[config.mk]
export PLATFORM = sky130hd
export DESIGN_NAME = id_stage_pipe
export DESIGN_NICKNAME = d
export VERILOG_FILES = /design/src/rtl/id_stage_pipe.sv
export SDC_FILE = /design/constraint.sdc
export NUM_CORES = 2
export LEC_CHECK = 0
export ABC_AREA = 1
export BUFFER_PORTS_ARGS = -buffer_cell sky130_fd_sc_hd__buf_4
export CORE_ASPECT_RATIO = 1.2
export CORE_UTILIZATION = 35
export DETAILED_ROUTE_END_ITERATION = 8
export GPL_ROUTABILITY_DRIVEN = 1
export PLACE_DENSITY = 0.58
export SLEW_MARGIN = 20
export SYNTH_ARGS = -nofsm -noshare
export SYNTH_HDL_FRONTEND = slang
export SYNTH_SLANG_ARGS = --single-unit
[constraint.sdc]
create_clock -name clk -period 3.05 [get_ports clk]
set_clock_uncertainty 0.15 [all_clocks]
set_input_delay 0.305 -clock clk [delete_from_list [all_inputs] [get_ports clk]]
set_output_delay 0.305 -clock clk [all_outputs]
set_load 0.02 [all_outputs]
[src/rtl/id_stage_pipe.sv]
// MIPS decode stage: register file, decoder, ID-resolved branches/jumps, hazard detection, ID/EX register.
// Optional macro BRANCH_FWD_EN forwards a non-load MEM result into the branch/jr compare.
module id_stage_pipe #(
    parameter int DATA_W   = 32,
    parameter int REG_AW   = 5,
    parameter int LINK_REG = 31
) (
    input  logic              clk,
    input  logic              rst,
    input  logic              if_valid,
    input  logic [DATA_W-1:0] if_pc_4,
    input  logic [31:0]       if_instr,
    input  logic              ex_ready,
    input  logic              wb_reg_write,
    input  logic [REG_AW-1:0] wb_addr,
    input  logic [DATA_W-1:0] wb_data,
    input  logic              mem_reg_write,
    input  logic              mem_is_load,
    input  logic [REG_AW-1:0] mem_dest,
    input  logic [DATA_W-1:0] mem_result,
    output logic              id_stall,
    output logic              redirect_valid,
    output logic [DATA_W-1:0] redirect_pc,
    output logic              id_ex_valid,
    output logic [DATA_W-1:0] id_ex_a,
    output logic [DATA_W-1:0] id_ex_b,
    output logic [DATA_W-1:0] id_ex_imm,
    output logic [4:0]        id_ex_shamt,
    output logic [REG_AW-1:0] id_ex_dest,
    output logic [3:0]        id_ex_alu_op,
    output logic              id_ex_alu_src_imm,
    output logic              id_ex_reg_write,
    output logic              id_ex_mem_write,
    output logic              id_ex_mem_read
);

    localparam int NREGS = 1 << REG_AW;

    localparam logic [5:0] OP_RTYPE = 6'h00, OP_J    = 6'h02, OP_JAL  = 6'h03,
                           OP_BEQ   = 6'h04, OP_BNE  = 6'h05, OP_ADDI = 6'h08,
                           OP_SLTI  = 6'h0A, OP_ANDI = 6'h0C, OP_ORI  = 6'h0D,
                           OP_XORI  = 6'h0E, OP_LUI  = 6'h0F, OP_LW   = 6'h23,
                           OP_SW    = 6'h2B;
    localparam logic [5:0] F_SLL = 6'h00, F_SRL = 6'h02, F_SRA = 6'h03, F_JR  = 6'h08,
                           F_ADD = 6'h20, F_SUB = 6'h22, F_AND = 6'h24, F_OR  = 6'h25,
                           F_XOR = 6'h26, F_NOR = 6'h27, F_SLT = 6'h2A;
    localparam logic [3:0] ALU_ADD = 4'd0, ALU_SUB = 4'd1, ALU_AND = 4'd2, ALU_OR  = 4'd3,
                           ALU_XOR = 4'd4, ALU_NOR = 4'd5, ALU_SLT = 4'd6, ALU_SLL = 4'd7,
                           ALU_SRL = 4'd8, ALU_SRA = 4'd9, ALU_LUI = 4'd10;

    logic [DATA_W-1:0] rf_q [NREGS];

    logic [5:0]        opcode_s, funct_s;
    logic [REG_AW-1:0] rs_s, rt_s, rd_s;
    logic [DATA_W-1:0] rs_val_s, rt_val_s, cmp_rs_s, cmp_rt_s;
    logic [DATA_W-1:0] imm_sext_s, imm_s, a_s, b_s, target_s;
    logic [3:0]        alu_op_s;
    logic [REG_AW-1:0] dest_s;
    logic              src_imm_s, rw_s, mw_s, mr_s, zext_s, uses_rt_s;
    logic              is_beq_s, is_bne_s, is_jr_s, is_j_s, is_jal_s;
    logic              mem_haz_en_s, ex_fwd_rs_s, ex_fwd_rt_s, mem_m_rs_s, mem_m_rt_s;
    logic              load_use_s, br_haz_s, stall_s, taken_s;

    logic              valid_q, valid_d, src_imm_q, src_imm_d;
    logic              rw_q, rw_d, mw_q, mw_d, mr_q, mr_d;
    logic [DATA_W-1:0] a_q, a_d, b_q, b_d, imm_q, imm_d;
    logic [4:0]        shamt_q, shamt_d;
    logic [REG_AW-1:0] dest_q, dest_d;
    logic [3:0]        alu_op_q, alu_op_d;

    // r0 reads as zero; a same-cycle WB write to the read address is bypassed
    function automatic logic [DATA_W-1:0] rf_read(input logic [REG_AW-1:0] addr);
        logic [DATA_W-1:0] val;
        if (addr == '0) begin
            val = '0;
        end else if (wb_reg_write && (wb_addr == addr)) begin
            val = wb_data;
        end else begin
            val = rf_q[addr];
        end
        return val;
    endfunction

    assign opcode_s = if_instr[31:26];
    assign funct_s  = if_instr[5:0];
    assign rs_s     = REG_AW'(if_instr[25:21]);
    assign rt_s     = REG_AW'(if_instr[20:16]);
    assign rd_s     = REG_AW'(if_instr[15:11]);

    // register file write port
    always_ff @(posedge clk) begin
        if (!rst) begin
            for (int i = 0; i < NREGS; i++) begin
                rf_q[i] <= '0;
            end
        end else if (wb_reg_write && (wb_addr != '0)) begin
            rf_q[wb_addr] <= wb_data;
        end
    end

    // register file read ports
    always_comb begin
        rs_val_s = rf_read(rs_s);
        rt_val_s = rf_read(rt_s);
    end

    // instruction decode; unrecognised encodings fall through as a NOP
    always_comb begin
        alu_op_s  = ALU_ADD;
        dest_s    = '0;
        src_imm_s = 1'b0;
        rw_s      = 1'b0;
        mw_s      = 1'b0;
        mr_s      = 1'b0;
        zext_s    = 1'b0;
        uses_rt_s = 1'b0;
        is_beq_s  = 1'b0;
        is_bne_s  = 1'b0;
        is_jr_s   = 1'b0;
        is_j_s    = 1'b0;
        is_jal_s  = 1'b0;
        case (opcode_s)
            OP_RTYPE: begin
                uses_rt_s = 1'b1;
                dest_s    = rd_s;
                rw_s      = 1'b1;
                case (funct_s)
                    F_ADD:   alu_op_s = ALU_ADD;
                    F_SUB:   alu_op_s = ALU_SUB;
                    F_AND:   alu_op_s = ALU_AND;
                    F_OR:    alu_op_s = ALU_OR;
                    F_XOR:   alu_op_s = ALU_XOR;
                    F_NOR:   alu_op_s = ALU_NOR;
                    F_SLT:   alu_op_s = ALU_SLT;
                    F_SLL:   alu_op_s = ALU_SLL;
                    F_SRL:   alu_op_s = ALU_SRL;
                    F_SRA:   alu_op_s = ALU_SRA;
                    F_JR: begin
                        rw_s    = 1'b0;
                        is_jr_s = 1'b1;
                    end
                    default: begin
                        rw_s   = 1'b0;
                        dest_s = '0;
                    end
                endcase
            end
            OP_ADDI: begin dest_s = rt_s; src_imm_s = 1'b1; rw_s = 1'b1; end
            OP_SLTI: begin dest_s = rt_s; src_imm_s = 1'b1; rw_s = 1'b1; alu_op_s = ALU_SLT; end
            OP_ANDI: begin dest_s = rt_s; src_imm_s = 1'b1; rw_s = 1'b1; alu_op_s = ALU_AND; zext_s = 1'b1; end
            OP_ORI:  begin dest_s = rt_s; src_imm_s = 1'b1; rw_s = 1'b1; alu_op_s = ALU_OR;  zext_s = 1'b1; end
            OP_XORI: begin dest_s = rt_s; src_imm_s = 1'b1; rw_s = 1'b1; alu_op_s = ALU_XOR; zext_s = 1'b1; end
            OP_LUI:  begin dest_s = rt_s; src_imm_s = 1'b1; rw_s = 1'b1; alu_op_s = ALU_LUI; end
            OP_LW:   begin dest_s = rt_s; src_imm_s = 1'b1; rw_s = 1'b1; mr_s = 1'b1; end
            OP_SW:   begin dest_s = rt_s; src_imm_s = 1'b1; mw_s = 1'b1; uses_rt_s = 1'b1; end
            OP_BEQ:  begin dest_s = rt_s; alu_op_s = ALU_SUB; uses_rt_s = 1'b1; is_beq_s = 1'b1; end
            OP_BNE:  begin dest_s = rt_s; alu_op_s = ALU_SUB; uses_rt_s = 1'b1; is_bne_s = 1'b1; end
            OP_J:    begin is_j_s = 1'b1; end
            OP_JAL:  begin is_jal_s = 1'b1; rw_s = 1'b1; dest_s = REG_AW'(LINK_REG); end
            default: begin rw_s = 1'b0; end
        endcase
    end

    assign imm_sext_s = {{(DATA_W-16){if_instr[15]}}, if_instr[15:0]};
    assign imm_s      = zext_s ? {{(DATA_W-16){1'b0}}, if_instr[15:0]} : imm_sext_s;
    assign a_s        = is_jal_s ? if_pc_4 : rs_val_s;
    assign b_s        = is_jal_s ? '0 : rt_val_s;

`ifdef BRANCH_FWD_EN
    // a non-load result sitting in MEM can feed the compare directly
    assign cmp_rs_s     = (mem_reg_write && !mem_is_load && (rs_s != '0) && (mem_dest == rs_s)) ? mem_result : rs_val_s;
    assign cmp_rt_s     = (mem_reg_write && !mem_is_load && (rt_s != '0) && (mem_dest == rt_s)) ? mem_result : rt_val_s;
    assign mem_haz_en_s = mem_reg_write & mem_is_load;
`else
    logic unused_mem_s;
    assign unused_mem_s = ^{mem_is_load, mem_result};
    assign cmp_rs_s     = rs_val_s;
    assign cmp_rt_s     = rt_val_s;
    assign mem_haz_en_s = mem_reg_write;
`endif

    assign ex_fwd_rs_s = valid_q & rw_q & (dest_q == rs_s);
    assign ex_fwd_rt_s = valid_q & rw_q & (dest_q == rt_s);
    assign mem_m_rs_s  = mem_haz_en_s & (mem_dest == rs_s);
    assign mem_m_rt_s  = mem_haz_en_s & (mem_dest == rt_s);

    assign load_use_s = if_valid & valid_q & mr_q & (dest_q != '0) &
                        ((dest_q == rs_s) | (uses_rt_s & (dest_q == rt_s)));
    assign br_haz_s   = if_valid & (is_beq_s | is_bne_s | is_jr_s) &
                        (((rs_s != '0) & (ex_fwd_rs_s | mem_m_rs_s)) |
                         ((is_beq_s | is_bne_s) & (rt_s != '0) & (ex_fwd_rt_s | mem_m_rt_s)));
    assign stall_s    = load_use_s | br_haz_s | ~ex_ready;
    assign taken_s    = is_j_s | is_jal_s | is_jr_s |
                        (is_beq_s & (cmp_rs_s == cmp_rt_s)) | (is_bne_s & (cmp_rs_s != cmp_rt_s));

    // redirect target select
    always_comb begin
        if (is_jr_s) begin
            target_s = cmp_rs_s;
        end else if (is_j_s || is_jal_s) begin
            target_s = {if_pc_4[DATA_W-1:28], if_instr[25:0], 2'b00};
        end else begin
            target_s = if_pc_4 + (imm_sext_s << 2);
        end
    end

    assign id_stall       = if_valid & stall_s;
    assign redirect_valid = if_valid & ~stall_s & taken_s;
    assign redirect_pc    = redirect_valid ? target_s : '0;

    // ID/EX next state: hold on backpressure, bubble on hazard, else load
    always_comb begin
        valid_d   = valid_q;
        a_d       = a_q;
        b_d       = b_q;
        imm_d     = imm_q;
        shamt_d   = shamt_q;
        dest_d    = dest_q;
        alu_op_d  = alu_op_q;
        src_imm_d = src_imm_q;
        rw_d      = rw_q;
        mw_d      = mw_q;
        mr_d      = mr_q;
        if (ex_ready) begin
            if (load_use_s || br_haz_s) begin
                valid_d   = 1'b0;
                a_d       = '0;
                b_d       = '0;
                imm_d     = '0;
                shamt_d   = '0;
                dest_d    = '0;
                alu_op_d  = ALU_ADD;
                src_imm_d = 1'b0;
                rw_d      = 1'b0;
                mw_d      = 1'b0;
                mr_d      = 1'b0;
            end else begin
                valid_d   = if_valid;
                a_d       = a_s;
                b_d       = b_s;
                imm_d     = imm_s;
                shamt_d   = if_instr[10:6];
                dest_d    = dest_s;
                alu_op_d  = alu_op_s;
                src_imm_d = src_imm_s;
                rw_d      = if_valid & rw_s;
                mw_d      = if_valid & mw_s;
                mr_d      = if_valid & mr_s;
            end
        end else begin
            valid_d = valid_q;
        end
    end

    // ID/EX pipeline register
    always_ff @(posedge clk) begin
        if (!rst) begin
            valid_q   <= 1'b0;
            a_q       <= '0;
            b_q       <= '0;
            imm_q     <= '0;
            shamt_q   <= '0;
            dest_q    <= '0;
            alu_op_q  <= ALU_ADD;
            src_imm_q <= 1'b0;
            rw_q      <= 1'b0;
            mw_q      <= 1'b0;
            mr_q      <= 1'b0;
        end else begin
            valid_q   <= valid_d;
            a_q       <= a_d;
            b_q       <= b_d;
            imm_q     <= imm_d;
            shamt_q   <= shamt_d;
            dest_q    <= dest_d;
            alu_op_q  <= alu_op_d;
            src_imm_q <= src_imm_d;
            rw_q      <= rw_d;
            mw_q      <= mw_d;
            mr_q      <= mr_d;
        end
    end

    assign id_ex_valid       = valid_q;
    assign id_ex_a           = a_q;
    assign id_ex_b           = b_q;
    assign id_ex_imm         = imm_q;
    assign id_ex_shamt       = shamt_q;
    assign id_ex_dest        = dest_q;
    assign id_ex_alu_op      = alu_op_q;
    assign id_ex_alu_src_imm = src_imm_q;
    assign id_ex_reg_write   = rw_q;
    assign id_ex_mem_write   = mw_q;
    assign id_ex_mem_read    = mr_q;

endmodule

# Word-level counts from Yosys, hierarchy flattened
# Memories as Yosys holds them, arrays and structs flattened.
# Cells that the tools add are included.
[word_totals] ff_bits=115 ram_bits=1024 inputBits=145 output_inout_bits=149 elab_cells=147 memories=1
[classes] addsub=1 n_eq_ne=30 mux=45 bitwise=37 reduce_logical=22
[memory_table] name="rf_q" depth=32 width=32 read_ports=2 rd_ports_with_merged_regs=0 write_ports=32 line="51" text="logic [DATA_W-1:0] rf_q [NREGS];"
[ops] cell="32-bit 2-to-1 mux" count=14
[ops] cell="6-bit equality test, second input constant" count=9
[ops] cell="6-bit by 4-bit equality test with 1-bit output, second input constant" count=7
[ops] cell="4-bit case mux with 9 select lines" count=1
[ops] cell="32-bit adder" count=1
[ops] cell="32-bit equality test" count=1
[ops] cell="32-bit inequality test" count=1
[ops] cell="32-bit OR reduction" count=1
[ops] cell="5-bit equality test" count=6
[ops] cell="4-bit case mux with 7 select lines" count=1
[ops] cell="6-bit by 2-bit equality test with 1-bit output, second input constant" count=4
[ops] cell="1-bit bitwise AND" count=23
[ops] cell="1-bit 2-to-1 mux" count=22
[ops] cell="5-bit 2-to-1 mux" count=4
[ops] cell="5-bit nonzero test" count=4
[ops] cell="10-bit OR reduction" count=2
[ops] cell="8-bit OR reduction" count=2
[ops] cell="5-bit case mux with 3 select lines" count=1
[ops] cell="6-bit by 3-bit equality test with 1-bit output, second input constant" count=2
[ops] cell="6-bit zero test" count=2
[ops] cell="1-bit OR" count=12
[ops] cell="11-bit OR reduction" count=1
[ops] cell="5-bit zero test" count=2
[ops] cell="4-bit 2-to-1 mux" count=1
[ops] cell="7 further kinds" count=11

# Logic depth before layout (Yosys ltp)
[depth] ltp_word=13 depth_mapped=26

# Least setup slack after synthesis
# OpenSTA, ideal clock, no wires.
[synth_path] kind="input port to output port" startpoint="input port if_pc_4[2]" endpoint="output port redirect_pc[28]" arrival_time_ns=2.774 required_ns=2.595 path_slack_ns=-0.179 path_stages=17 path_cell_list="ha_1 > fa_1 > nand3_1 > nand2_1 > a21oi_1 > o21ai_0 > a21boi_0 > o21bai_1 > a21oi_1 > o21ai_0 > nand2_1 > nand2_1 > nand2_1 > nand3_1 > nand2_1 > o21ai_0 > nor2_1"
[synth_between] elab_chain_len=4
[synth_lines] item="start, declared" line="11" text="input logic [DATA_W-1:0] if_pc_4,"
[synth_lines] item="32-bit adder" line="203" text="target_s = if_pc_4 + (imm_sext_s << 2);"
[synth_lines] item="32-bit 2-to-1 mux" line="200" text="end else if (is_j_s || is_jal_s) begin"
[synth_lines] item="32-bit 2-to-1 mux" line="198" text="if (is_jr_s) begin"
[synth_lines] item="32-bit 2-to-1 mux" line="209" text="assign redirect_pc = redirect_valid ? target_s : '0;"
[synth_lines] item="end, declared" line="23" text="output logic [DATA_W-1:0] redirect_pc,"
# No other way between the ends.

# Final worst setup path
[layout_path] startpoint="input port if_instr[25]" endpoint="output port redirect_pc[19]"
[layout_between] elab_chain_len=12 word_cells_on_any_way=30 classes_between="eq/ne: 5; mux: 4; bitwise: 17; reduce/logical: 3; memory: 1"
[layout_lines] item="start, declared" line="12" text="input logic [31:0] if_instr,"
[layout_lines] item="parallel branches: the longest is 11 deep, another holds memory read 32 x 32 bit"
[layout_lines] item="32-bit 2-to-1 mux (*)" line="209"
# Every way passes the cells marked *.

==> results by group <==
Timing
  • Max_slew headroom: 49.0%
  • Worst-Margin Slew: 0.764 ns
  • Final hold vios: 0
  • Fmax achieved: 242 MHz
  • RSZ-0062 raised after global routing: yes
  • Setup TNS: -34.73 ns
  • Min cycle time layout: 4.14 ns
  • Setup ws final: -1.09 ns
  • Setup violations, final: 34
  • Max-slew violation count: 0
  • Final period utilization: 136%

Hold path
  • HP Class: in2reg

Layout
  • Final core utilization: 44.4%
  • Fillers: 18,100
  • Area growth from synthesis to layout: 26.0%
  • Nets@finish: 9,362
  • Layout cells sized above 1: 19.1%

Place
  • GPL Wtd Cong: 0.975
  • Hpwl dp: 198,000 um
  • PortBufs: 260

GRT
  • Grt met1 use: 35.7%
  • Antenna violations before repair: 4
  • Met3 Resource Use GR: 4.72%
  • Most crowded layer after global routing: met2
  • Total congestion overflow: 0
  • Largest net degree at the start of global routing: 83
  • First-pass GRT wire length: 407,000 um
  • Met2 usage: 48.1%
  • GR Util All Layers: 28.9%
  • Vias in the first global route: 61,600

Synthesis
  • Sequential element share of the synthesized area: 49.4%
  • Mapped cell area: 66,100 um^2
  • Most frequent cells after synthesis: 2,063 x nand2_1, 1,432 x nor2_1, 1,024 x edfxtp_1
  • FFs w/ async S/R, synth: 0%
  • Count leader, synth: nand2_1
  • Primary FF master, synth: edfxtp_1
  • EDFF count, synth: 1,024
  • Seq cells post-synth: 1,119
  • Synth Area per Inst: 7.80 um^2
  • Post-synth cell types: 54
  • Ys Warns: 0
  • Top cells by area, synth: edfxtp_1 47%, nand2_1 12%, nor2_1 8.1%, nand3_1 7.4%, o211ai_1 6.1%
  • Post-synth top area share: 46.5%
  • Yosys top cell by area: edfxtp_1
  • Synth Instances: 8,475

Floorplanning
  • I/O Pins: 294
  • FP Rows: 174
  • Core area: 187,000 um^2
  • Chip width: 399 um
  • Chip Height: 478 um
  • Die area: 191,000 um^2
  • Initial core utilization: 35.2%

Power
  • Combinational Power Share: 19.9%
  • Worst vdd ir: 0.467 mV
  • PD cells: 502 nW/um^2
  • Seq pwr share: 43.0%
  • Internal power: 29,600 uW
  • Leakage power: 0.0362 uW
  • Sw Ratio: 29.2%
  • Clock share of power: 37.2%
  • Switching power: 12,200 uW

Route
  • Vias after detailed routing: 65,400
  • Final ANT Viol Nets: 0
  • Post-Route WL: 283,000 um
  • Drt first pass iters: 9
  • Routed vias/inst: 5.56
  • Starting DRT DRC Count: 8,512
  • Residual DRC: 4
  • Avg WL per Cell: 24.1 um

CTS
  • Worst skew pair latency: 0.80 ns
  • Worst-path clk slew: 0.07 ns
  • CTS tree: done
  • Sinks on Clock Net: 1,119
  • Clk buf depth: 3
  • Clock root buffer: clkbuf_16
  • H-tree levels: 3
  • CTS buffer count: 116

Setup path
  • Critical path fanouts, max: 18
  • Crit start category: input port
  • Crit Path Category: in2out
  • Required time of the critical path: 2.59 ns
  • Endpoint class of the critical path: primary output
  • CP arrival: 3.68 ns
  • Worst R2R Setup Slack: 0.12 ns

Flow run
  • Max_cap viols: 0

Outcome
  • Failing checks: design-rule violations, negative setup slack
  • Status: complete, but fails checks
[sequential cells by signal, indices dropped and copies added (netlist names)]
register           count
id_ex_mem_read         1
id_ex_reg_write        1
id_ex_alu_src_imm      1
id_ex_b               32
rf_q                1024
id_ex_imm             17
id_ex_valid            1
id_ex_a               32
id_ex_alu_op           4
id_ex_dest             5
id_ex_mem_write        1
[layout make-up]
type / instances / area, um^2 / area share [%]
Sequential cell: 1119 / 32700 / 39.2
Multi-Input combinational cell: 5906 / 28300 / 34.0
Timing Repair Buffer: 1283 / 12200 / 14.6
Clock buffer: 155 / 3290 / 3.95
Tap cell: 2464 / 3080 / 3.70
Inverter: 761 / 2900 / 3.48
Clock inverter: 64 / 796 / 0.956
Antenna cell: 3 / 7.51 / 0.00902
[repair_timing]
| action | in CTS | in global routing |
|---|---|---|
| cloned | 2 | 1 |
| pin swaps | 62 | 87 |
| setup buffers | 35 | 11 |
| endpoints found under the hold margin | 199 | 0 |
| resized for setup | 185 | 179 |
| hold buffers | 80 | 0 |
| setup endpoints to repair | 34 | 36 |
[cell usage in the layout (no fill, tap or decap), drive strengths merged, types with 3 or more instances in the layout]
master,instances
a21boi,5
a21o,3
a21oi,339
a31oi,4
buf,1202
bufinv,17
clkbuf,156
clkinv,37
clkinvlp,10
conb,32
dfxtp,95
diode,3
dlygate4sd3,80
edfxtp,1024
ha,29
inv,761
nand2,2064
nand3,978
nand4,6
nor2,1445
nor3,20
o2111ai,3
o211ai,533
o21a,5
o21ai,300
o21bai,29
o221ai,3
o22ai,4
o31ai,3
or2,62
xnor2,14
xor2,11
[routing by layer]
layer  routed length [um]  part of all wire, %
met4                15700                  5.5
met5                   16               0.0056
met2               133000                   47
met1               106000                   37
met3                29400                   10
[power groups by stage]
stage / combinational, uW / clock [uW] / sequential, uW
after floorplan: 3880 / 0 / 18300
after global placement: 7620 / 0 / 18200
after detailed placement: 7660 / 0 / 18200
after CTS: 7980 / 15600 / 17900
after global routing: 8800 / 16100 / 18000
final: 8300 / 15500 / 17900
[through the flow]
step           hold WS, ns  setup slack (ns)  total power [uW]  instance area, um^2  instances
2_1_floorplan        0.299            0.0200             22100                66200       8506
3_3_place_gp         0.306             -1.56             25800                76900      11400
3_5_place_dp         0.307             -1.58             25900                76900      11400
4_1_cts            0.00111             -1.14             41500                82700      11800
5_1_grt             0.0594             -1.18             42900                83200      11800
6_report            0.0381             -1.09             41800                83200      11800
[final timing paths]
check | cells past startpoint | start | end
worst max register to register | 13 | id_ex_dest[4] | id_ex_mem_read
worst max-delay path | 25 | if_instr[25] | redirect_pc[19]
worst min-delay path | 4 | wb_data[26] | rf_q[4][26]
worst min register to register | 2 | id_ex_a[25] | id_ex_a[25]
[kinds of logic after synthesis]
kind of cell | after synthesis | synth area share, %
AOI/OAI and AO/OA | 1239 | 11.7
xor gates and xnor gates | 25 | 0.331
adders and majority gates | 30 | 0.579
buffers and inverters | 1481 | 9.69
DFF | 1119 | 49.4
other | 1 | 0.00568
and+or+nand+nor | 4580 | 28.3
[worst max-delay path, stage by stage]
cell	delay [ns]
buf_4	0.15
buf_4	0.25
inv_1	0.08
buf_4	0.14
o22ai_1	0.15
nor2_2	0.07
nand3_2	0.10
buf_12	0.20
buf_4	0.21
o21ai_0	0.11
buf_4	0.15
nor2_1	0.15
nand2_1	0.12
nand2_4	0.16
nand2_2	0.09
nor2_4	0.09
nand2_2	0.08
nor2_4	0.20
nand2_1	0.11
nand2_2	0.09
nand3_4	0.10
nand2_8	0.14
clkbuf_16	0.17
nor2_1	0.04
buf_4	0.16
Note: power is estimated with default switching activity, not from simulation.
